[config.mk]
export PLATFORM = sky130hd
export DESIGN_NAME = player_renderer
export DESIGN_NICKNAME = d
export VERILOG_FILES = /design/src/rtl/player_renderer.sv
export SDC_FILE = /design/constraint.sdc
export NUM_CORES = 1
export LEC_CHECK = 0
export ABC_AREA = 1
export CELL_PAD_IN_SITES_DETAIL_PLACEMENT = 1
export CELL_PAD_IN_SITES_GLOBAL_PLACEMENT = 1
export CORE_MARGIN = 4
export CORE_UTILIZATION = 36
export CTS_CLUSTER_DIAMETER = 200
export DETAILED_ROUTE_END_ITERATION = 16
export GPL_TIMING_DRIVEN = 0
export PLACE_DENSITY_LB_ADDON = 0.1
export RECOVER_POWER = 100
export SYNTH_ARGS = -nofsm -noshare
export SYNTH_HDL_FRONTEND = slang
export SYNTH_SLANG_ARGS = --single-unit
[constraint.sdc]
create_clock -name CLOCK_50 -period 2.5 [get_ports CLOCK_50]
set_input_delay 0.75 -clock CLOCK_50 [delete_from_list [all_inputs] [get_ports CLOCK_50]]
set_output_delay 0.75 -clock CLOCK_50 [all_outputs]
set_load 0.02 [all_outputs]
[src/rtl/player_renderer.sv]
// -----------------------------------------------------------------------------
// player_renderer
// Draws the player sprite, a solid rectangle, onto the VGA pixel stream.
//
// The sprite position is copied from the player controller once per frame, on
// the frame tick. That copy is then held for the whole frame, so the sprite
// never tears. On a hit the sprite blinks in 8-frame phases for BLINK_FRAMES
// frames. The first phase is dark.
//
// Pipeline:
//   stage 1 (on pixel_en)        : compare the pixel against the sprite box
//   stage 2 (the following clock): choose the colour
//
// Ports:
//   CLOCK_50            system clock; all logic runs on its rising edge
//   reset_n             asynchronous active-low reset
//   pixel_en            one-cycle strobe marking a new pixel coordinate
//   pix_x, pix_y [9:0]  current VGA pixel coordinate
//   active              the pixel lies in the 640x480 visible area
//   player_x/y  [9:0]   live sprite top-left position
//   hit                 one-cycle pulse that starts or restarts a blink
//   red/green/blue[7:0] registered pixel colour
//   out_valid           one-cycle pulse; the colour outputs carry a new pixel
//   sprite_on           the current output pixel is a drawn sprite pixel
// -----------------------------------------------------------------------------
module player_renderer #(
    parameter int          PLAYER_W     = 32,
    parameter int          PLAYER_H     = 16,
    parameter logic [23:0] PLAYER_RGB   = 24'h00FF00,
    parameter logic [23:0] BG_RGB       = 24'h000000,
    parameter int          BLINK_FRAMES = 64
) (
    input  logic       CLOCK_50,
    input  logic       reset_n,
    input  logic       pixel_en,
    input  logic [9:0] pix_x,
    input  logic [9:0] pix_y,
    input  logic       active,
    input  logic [9:0] player_x,
    input  logic [9:0] player_y,
    input  logic       hit,
    output logic [7:0] red,
    output logic [7:0] green,
    output logic [7:0] blue,
    output logic       out_valid,
    output logic       sprite_on
);

    localparam logic [9:0]  SX_MAX    = 10'(640 - PLAYER_W);
    localparam logic [9:0]  SY_MAX    = 10'(480 - PLAYER_H);
    localparam logic [9:0]  SX_RST    = 10'((640 - PLAYER_W) / 2);
    localparam logic [9:0]  SY_RST    = 10'(480 - 4 - PLAYER_H);
    localparam logic [10:0] W11       = 11'(PLAYER_W);
    localparam logic [10:0] H11       = 11'(PLAYER_H);
    localparam logic [6:0]  FCNT_LAST = 7'(BLINK_FRAMES - 1);

    typedef enum logic [1:0] {
        ST_IDLE      = 2'd0,
        ST_BLINK_OFF = 2'd1,
        ST_BLINK_ON  = 2'd2
    } blink_state_t;

    logic         frame_tick_s;
    logic [9:0]   sx_r, sy_r;
    logic [9:0]   clamp_x_s, clamp_y_s;
    logic         inside_s;
    logic         visible_s;
    blink_state_t state_r, state_nxt_s;
    logic [6:0]   fcnt_r, fcnt_nxt_s;
    logic [2:0]   phase_r, phase_nxt_s;
    logic         s1_valid_r, s1_inside_r, s1_active_r, s1_visible_r;
    logic [23:0]  colour_s;

    // Frame tick, shadow-position clamp and sprite-box compare.
    // The compare uses 11-bit sums so that sx+W cannot wrap.
    always_comb begin
        frame_tick_s = pixel_en & (pix_x == 10'd0) & (pix_y == 10'd480);
        clamp_x_s    = (player_x > SX_MAX) ? SX_MAX : player_x;
        clamp_y_s    = (player_y > SY_MAX) ? SY_MAX : player_y;
        inside_s     = active
                     & ({1'b0, pix_x} >= {1'b0, sx_r})
                     & ({1'b0, pix_x} <  ({1'b0, sx_r} + W11))
                     & ({1'b0, pix_y} >= {1'b0, sy_r})
                     & ({1'b0, pix_y} <  ({1'b0, sy_r} + H11));
        visible_s    = (state_r != ST_BLINK_OFF);
    end

    // Shadow sprite position, reloaded only on the frame tick.
    always_ff @(posedge CLOCK_50 or negedge reset_n) begin
        if (!reset_n) begin
            sx_r <= SX_RST;
            sy_r <= SY_RST;
        end else if (frame_tick_s) begin
            sx_r <= clamp_x_s;
            sy_r <= clamp_y_s;
        end
    end

    // Blink FSM next-state logic. A hit wins over a coincident frame tick.
    always_comb begin
        state_nxt_s = state_r;
        fcnt_nxt_s  = fcnt_r;
        phase_nxt_s = phase_r;
        case (state_r)
            ST_IDLE: begin
                if (hit) begin
                    state_nxt_s = ST_BLINK_OFF;
                    fcnt_nxt_s  = 7'd0;
                    phase_nxt_s = 3'd0;
                end else begin
                    state_nxt_s = ST_IDLE;
                end
            end
            ST_BLINK_OFF, ST_BLINK_ON: begin
                if (hit) begin
                    state_nxt_s = ST_BLINK_OFF;
                    fcnt_nxt_s  = 7'd0;
                    phase_nxt_s = 3'd0;
                end else if (frame_tick_s) begin
                    if (fcnt_r == FCNT_LAST) begin
                        state_nxt_s = ST_IDLE;
                        fcnt_nxt_s  = 7'd0;
                        phase_nxt_s = 3'd0;
                    end else begin
                        fcnt_nxt_s  = fcnt_r + 7'd1;
                        phase_nxt_s = phase_r + 3'd1;
                        // The phase wrapping from 7 to 0 flips the sprite on or off.
                        if (phase_r == 3'd7) begin
                            state_nxt_s = (state_r == ST_BLINK_OFF) ? ST_BLINK_ON : ST_BLINK_OFF;
                        end else begin
                            state_nxt_s = state_r;
                        end
                    end
                end else begin
                    state_nxt_s = state_r;
                end
            end
            default: begin
                state_nxt_s = ST_IDLE;
                fcnt_nxt_s  = 7'd0;
                phase_nxt_s = 3'd0;
            end
        endcase
    end

    // Blink FSM state and counter registers.
    always_ff @(posedge CLOCK_50 or negedge reset_n) begin
        if (!reset_n) begin
            state_r <= ST_IDLE;
            fcnt_r  <= 7'd0;
            phase_r <= 3'd0;
        end else begin
            state_r <= state_nxt_s;
            fcnt_r  <= fcnt_nxt_s;
            phase_r <= phase_nxt_s;
        end
    end

    // Stage 1: capture the compare result.
    // visible is captured here, so an FSM change only affects pixels whose
    // stage 1 comes after it.
    always_ff @(posedge CLOCK_50 or negedge reset_n) begin
        if (!reset_n) begin
            s1_valid_r   <= 1'b0;
            s1_inside_r  <= 1'b0;
            s1_active_r  <= 1'b0;
            s1_visible_r <= 1'b1;
        end else begin
            s1_valid_r <= pixel_en;
            if (pixel_en) begin
                s1_inside_r  <= inside_s;
                s1_active_r  <= active;
                s1_visible_r <= visible_s;
            end
        end
    end

    // Colour select for stage 2.
    always_comb begin
        colour_s = 24'h000000;
        if (s1_inside_r && s1_visible_r) begin
            colour_s = PLAYER_RGB;
        end else if (s1_active_r) begin
            colour_s = BG_RGB;
        end else begin
            colour_s = 24'h000000;
        end
    end

    // Stage 2: register the outputs. The colour holds between valid pixels.
    always_ff @(posedge CLOCK_50 or negedge reset_n) begin
        if (!reset_n) begin
            red       <= 8'd0;
            green     <= 8'd0;
            blue      <= 8'd0;
            out_valid <= 1'b0;
            sprite_on <= 1'b0;
        end else begin
            out_valid <= s1_valid_r;
            if (s1_valid_r) begin
                red       <= colour_s[23:16];
                green     <= colour_s[15:8];
                blue      <= colour_s[7:0];
                sprite_on <= s1_inside_r & s1_visible_r;
            end
        end
    end

endmodule

# --- Word-level counts from Yosys, hierarchy flattened ---
# Cells that the tools add are included.
word_totals:
  out_inout_bits: 26
  wordCells: 65
  ff_bits: 61
  in_bits: 45
classes:
  add_sub_neg: 4
  reduce_logical: 6
  bitwise_logic: 7
  order_cmp: 6
  n_mux: 20
  eq_ne: 9
ops:
  columns: ["op", "n"]
  rows:
  - ["7-bit two-way mux", 4]
  - ["10-bit by 11-bit < comparator with 1-bit output", 2]
  - ["10-bit >= comparator", 2]
  - ["10-bit two-way mux", 2]
  - ["16-bit two-way mux", 1]
  - ["7-bit one-hot mux with 2 select lines", 1]
  - ["3-bit two-way mux", 4]
  - ["10-bit by 5-bit adder with 11-bit output, second input constant", 1]
  - ["10-bit by 6-bit adder with 11-bit output, second input constant", 1]
  - ["10-bit by 9-bit == test with 1-bit output, second input constant", 1]
  - ["10-bit greater-than comparator, second input constant", 1]
  - ["10-bit by 9-bit greater-than comparator with 1-bit output, second input constant", 1]
  - ["10-bit zero test", 1]
  - ["2-bit two-way mux", 5]
  - ["7-bit by 1-bit adder with 7-bit output, second input constant", 1]
  - ["1-bit AND", 7]
  - ["7-bit by 6-bit == test with 1-bit output, second input constant", 1]
  - ["3-bit one-hot mux with 2 select lines", 1]
  - ["4-bit inequality test, second input constant", 1]
  - ["2-bit one-hot mux with 2 select lines", 1]
  - ["2-bit AND reduction", 2]
  - ["3-bit by 1-bit adder with 3-bit output, second input constant", 1]
  - ["3-bit == test, second input constant", 1]
  - ["3-bit inequality test, second input constant", 1]
  - ["8 further kinds", 8]

# --- Logic depth before layout (Yosys ltp) ---
logic_depth:
  word_depth: 7
  ltp_mapped: 13
  mapped_depth_nobuf: 13

# --- Least setup slack after synthesis ---
# Ideal clock, no wire load.
synth_path:
  kind: "register -> register"
  start: "reg sy_r[6]"
  end: "reg s1_inside_r"
  required_ps: 2383
  path_slack_ps: 650
  stages_incl_launch_ff: 11
  period_less_slack_ps: 1850
  setup_time_ps: 117
  t_arrival_ps: 1733
  n_path_buf: 0
  cell_sequence: "dfstp_2 -> nand3_1 -> nor3_1 -> xor2_1 -> ha_1 -> a21boi_0 -> nand3_1 -> nor2_1 -> nor2_1 -> nand3_1 -> nand2_1"
synth_between:
  elab_chain_cells: 3
  word_cells_on_any_way: 5
synth_lines:
  columns: ["item", "line", "source"]
  rows:
  - ["start: declaration", "64", "logic [9:0] sx_r, sy_r;"]
  - ["start signal: assignment", "95", "sy_r <= clamp_y_s;"]
  - ["10-bit by 5-bit adder with 11-bit output / 10-bit >= comparator (equally long branches)", "84, 83", null]
  - ["10-bit by 11-bit < comparator with 1-bit output / 1-bit AND (equally long branches)", "84, 83", null]
  - ["1-bit AND (*)", "84", "& ({1'b0, pix_y} < ({1'b0, sy_r} + H11));"]
  - ["end signal: assignment", "171", "s1_inside_r <= inside_s;"]
  - ["end: declaration", "71", "logic s1_valid_r, s1_inside_r, s1_active_r, s1_visible_r;"]
# Mark *: on every way between the ends. The rest lies on a longest branch, timed or not.
# A chain may end at the register's enable or synchronous reset.

==> results.sh <==
export IMPL_cts_root_buf="clkbuf_8"
export IMPL_hold_buffers=0
export IMPL_stdcell_area_mm2=0.00381
export IMPL_top_layer="met4"
export IMPL_ys_types=38
export IMPL_vias_per_cell=4.67
export IMPL_wl_met2_um=3880
export IMPL_final_util=0.464
export IMPL_finalCritPeriodShare=0.948
export IMPL_yosysMostFrequentCell="nand2_1"
export IMPL_place_inst=575
export IMPL_cpPeakStageDelay_ps=660
export IMPL_ys_dominant_reg_cell="dfrtp_1"
export IMPL_tns_ps=0
export IMPL_cts_sinks=37
export IMPL_syn_area_mm2=0.00303
export IMPL_synth_top_area_cell="dfrtp_1"
export IMPL_vias=2725
export IMPL_start_util=0.368
export IMPL_drive_gt1_frac=0.109
export IMPL_crit_family="buffers and inverters"
export IMPL_grt_max_degree=38
export IMPL_grt_pass1_wl_um=13300
export IMPL_h_tree_depth=2
export IMPL_worstSetupPathType="flop to primary output"
export IMPL_async_flop_share=1.00
export IMPL_leakagePower_nw=2.00
export IMPL_fin_skew_ps=5.48
export IMPL_report_final_hold_viol_count=0
export IMPL_cts_buffer_depth=2
export IMPL_cp_max_fo=10
export IMPL_synth_edf_count=0
export IMPL_clk_pin_slew_ps=80
export IMPL_slew_limit_headroom=0.345
export IMPL_ctsResizeCount=0
export IMPL_ys_seq_elements=37
export IMPL_area_growth_pct=26.0
export IMPL_cp_cell_sequence="buf_4 > dlygate4sd3_1"
export IMPL_hold_ws_ps=410
export IMPL_wire_per_inst_um=13.4
export IMPL_wl_met3_um=293
export IMPL_drv_cap=0
export IMPL_port_buffers=54
export IMPL_path_buf_inv=2
export IMPL_netlist_top_cells_count="95 x nand2_1, 55 x inv_1, 40 x nor2_1"
export IMPL_start_kind="flop"
export IMPL_numCtsBuffers=5
export IMPL_fin_crit_ps=2370
export IMPL_arrival_ps=1620
export IMPL_core_area_mm2=0.00822
export IMPL_regArea_um2=937
export IMPL_n_antenna_cell=0
export IMPL_pin_count=71
export IMPL_die_y_um=99.7
export IMPL_grt_pass1_vias=2865
export IMPL_wirelength_um=7830
export IMPL_setup_viol=0
export IMPL_report_final_slew_viol_count=0
export IMPL_worstMarginPinSlew_ps=982
export IMPL_num_rows=33
export IMPL_ys_seq_area_frac=0.310
export IMPL_place_area_mm2=0.00375
export IMPL_worstPathRequired_ps=1750
export IMPL_outcome="finished clean"
export IMPL_fp_dieW_um=99.7
export IMPL_clk_latency_ps=290
export IMPL_drt_pass1_iterations=4
export IMPL_post_cts_setup_buffers=0
export IMPL_power_density_mw_per_mm2=421
export IMPL_synth_top_area_share=0.232
export IMPL_die_area_mm2=0.00994
export IMPL_synth_avg_cell_area_um2=7.55
export IMPL_wl_met1_um=3600
export IMPL_max_freq_ghz=0.422
export IMPL_yosys_warnings=0
export IMPL_cts_tree="built"
export IMPL_rsz0062_at_grt="no"
export IMPL_stdcell_count=583
export IMPL_cp_end_kind="primary output"
export IMPL_grt_overflow=0
export IMPL_hold_path_class="flop to flop"
export IMPL_dp_final_hpwl_um=6570
export IMPL_synth_area_leaders="dfrtp_1 23%, ha_1 16%, nand2_1 12%"
export IMPL_multiInputGateArea_mm2=0.00170
export IMPL_drtAntennaViolNets=0
export IMPL_dr_first_iter_drc_count=129
export IMPL_post_route_drc_count=0
export IMPL_fin_nets=561
export IMPL_crit_slowest_cell="dlygate4sd3_1"
export IMPL_antenna_found_initial=0
export IMPL_grt_use_total=0.166
export IMPL_n_fill_cell=1052
export IMPL_gp_congestion=0.818
export IMPL_syn_inst=401
export IMPL_ir_drop_uv=247
## power by group
| part | leakage [nW] | switching (mW) | internal (mW) |
|---|---|---|---|
| combinational | 1.52 | 0.290 | 0.216 |
| sequential | 0.439 | 0.0382 | 0.647 |
| clock | 0.0450 | 0.219 | 0.194 |
| total | 2.00 | 0.547 | 1.06 |
## metrics by stage
stage          setup WS, ps  total power [mW]
3_5_place_dp           -107              1.22
4_1_cts                 132              1.64
6_report                131              1.60
2_1_floorplan           650              1.02
5_1_grt                38.0              1.73
3_3_place_gp           -282              1.21
## cells by family after synthesis
family / after synthesis / share of synthesized area
AO/OA/AOI/OAI: 50 / 0.102
AND/OR/NAND/NOR: 180 / 0.257
XOR/XNOR: 9 / 0.0260
buffers and inverters: 85 / 0.143
adder cells (fa/ha/maj): 39 / 0.161
flip-flops: 37 / 0.310
other: 1 / 0.00124
## sequential cells by signal (all words and copies together) (netlist names)
signal        count
fcnt_r            7
green             1
out_valid         1
phase_r           3
s1_inside_r       1
s1_valid_r        1
s1_visible_r      1
state_r           2
sx_r             10
sy_r             10
## metal layers
| layer | global-route usage | up-vias |
|---|---|---|
| li1 | - | 1392 |
| met4 | 0.0441 | 0 |
| met1 | 0.214 | 1288 |
| met5 | 0 | - |
| met3 | 0.0238 | 4 |
| met2 | 0.289 | 41 |
## placed cells by master (no fill, tap or decap), types with 2 or more instances in the layout
cell / n
a21boi_0: 2
a21o_1: 3
a21oi_1: 11
a22oi_1: 7
buf_4: 20
buf_6: 2
clkbuf_2: 2
clkbuf_4: 4
clkbuf_8: 5
clkdlybuf4s50_1: 49
clkinv_2: 2
conb_1: 16
dfrtp_1: 28
dfstp_2: 8
dlygate4sd3_1: 4
ha_1: 39
inv_1: 56
nand2_1: 96
nand3_1: 27
nand3b_1: 3
nand4_1: 4
nor2_1: 40
nor2_2: 2
nor3_1: 2
o21ai_0: 14
o21ai_1: 4
o21ai_2: 2
o21bai_1: 3
xnor2_1: 2
xor2_1: 7
## worst paths after layout
kind / from / to / slack [ps] / cells after the start
max: green[6]$_DFFE_PN0P_ / green[1] / 130 / 2
min: s1_valid_r$_DFF_PN0_ / out_valid$_DFF_PN0_ / 410 / 0
max reg2reg: sy_r[6]$_DFFE_PN1P_ / s1_inside_r$_DFFE_PN0P_ / 330 / 10
min reg2reg: s1_valid_r$_DFF_PN0_ / out_valid$_DFF_PN0_ / 410 / 0
max in group asynchronous: reset_n / sx_r[2]$_DFFE_PN0P_ / 1280 / 1
min in group asynchronous: reset_n / sy_r[9]$_DFFE_PN0P_ / 590 / 1
## cell type report
cell class / count / area share
plain buffers: 28 / 0.0558
clock buffers: 6 / 0.0190
clock inverters: 2 / 0.00262
inverters: 57 / 0.0561
multi-input cells: 294 / 0.446
flip-flops and latches: 37 / 0.246
well taps: 105 / 0.0344
repair buffers: 54 / 0.140
Power figures use the tool's default switching activity.
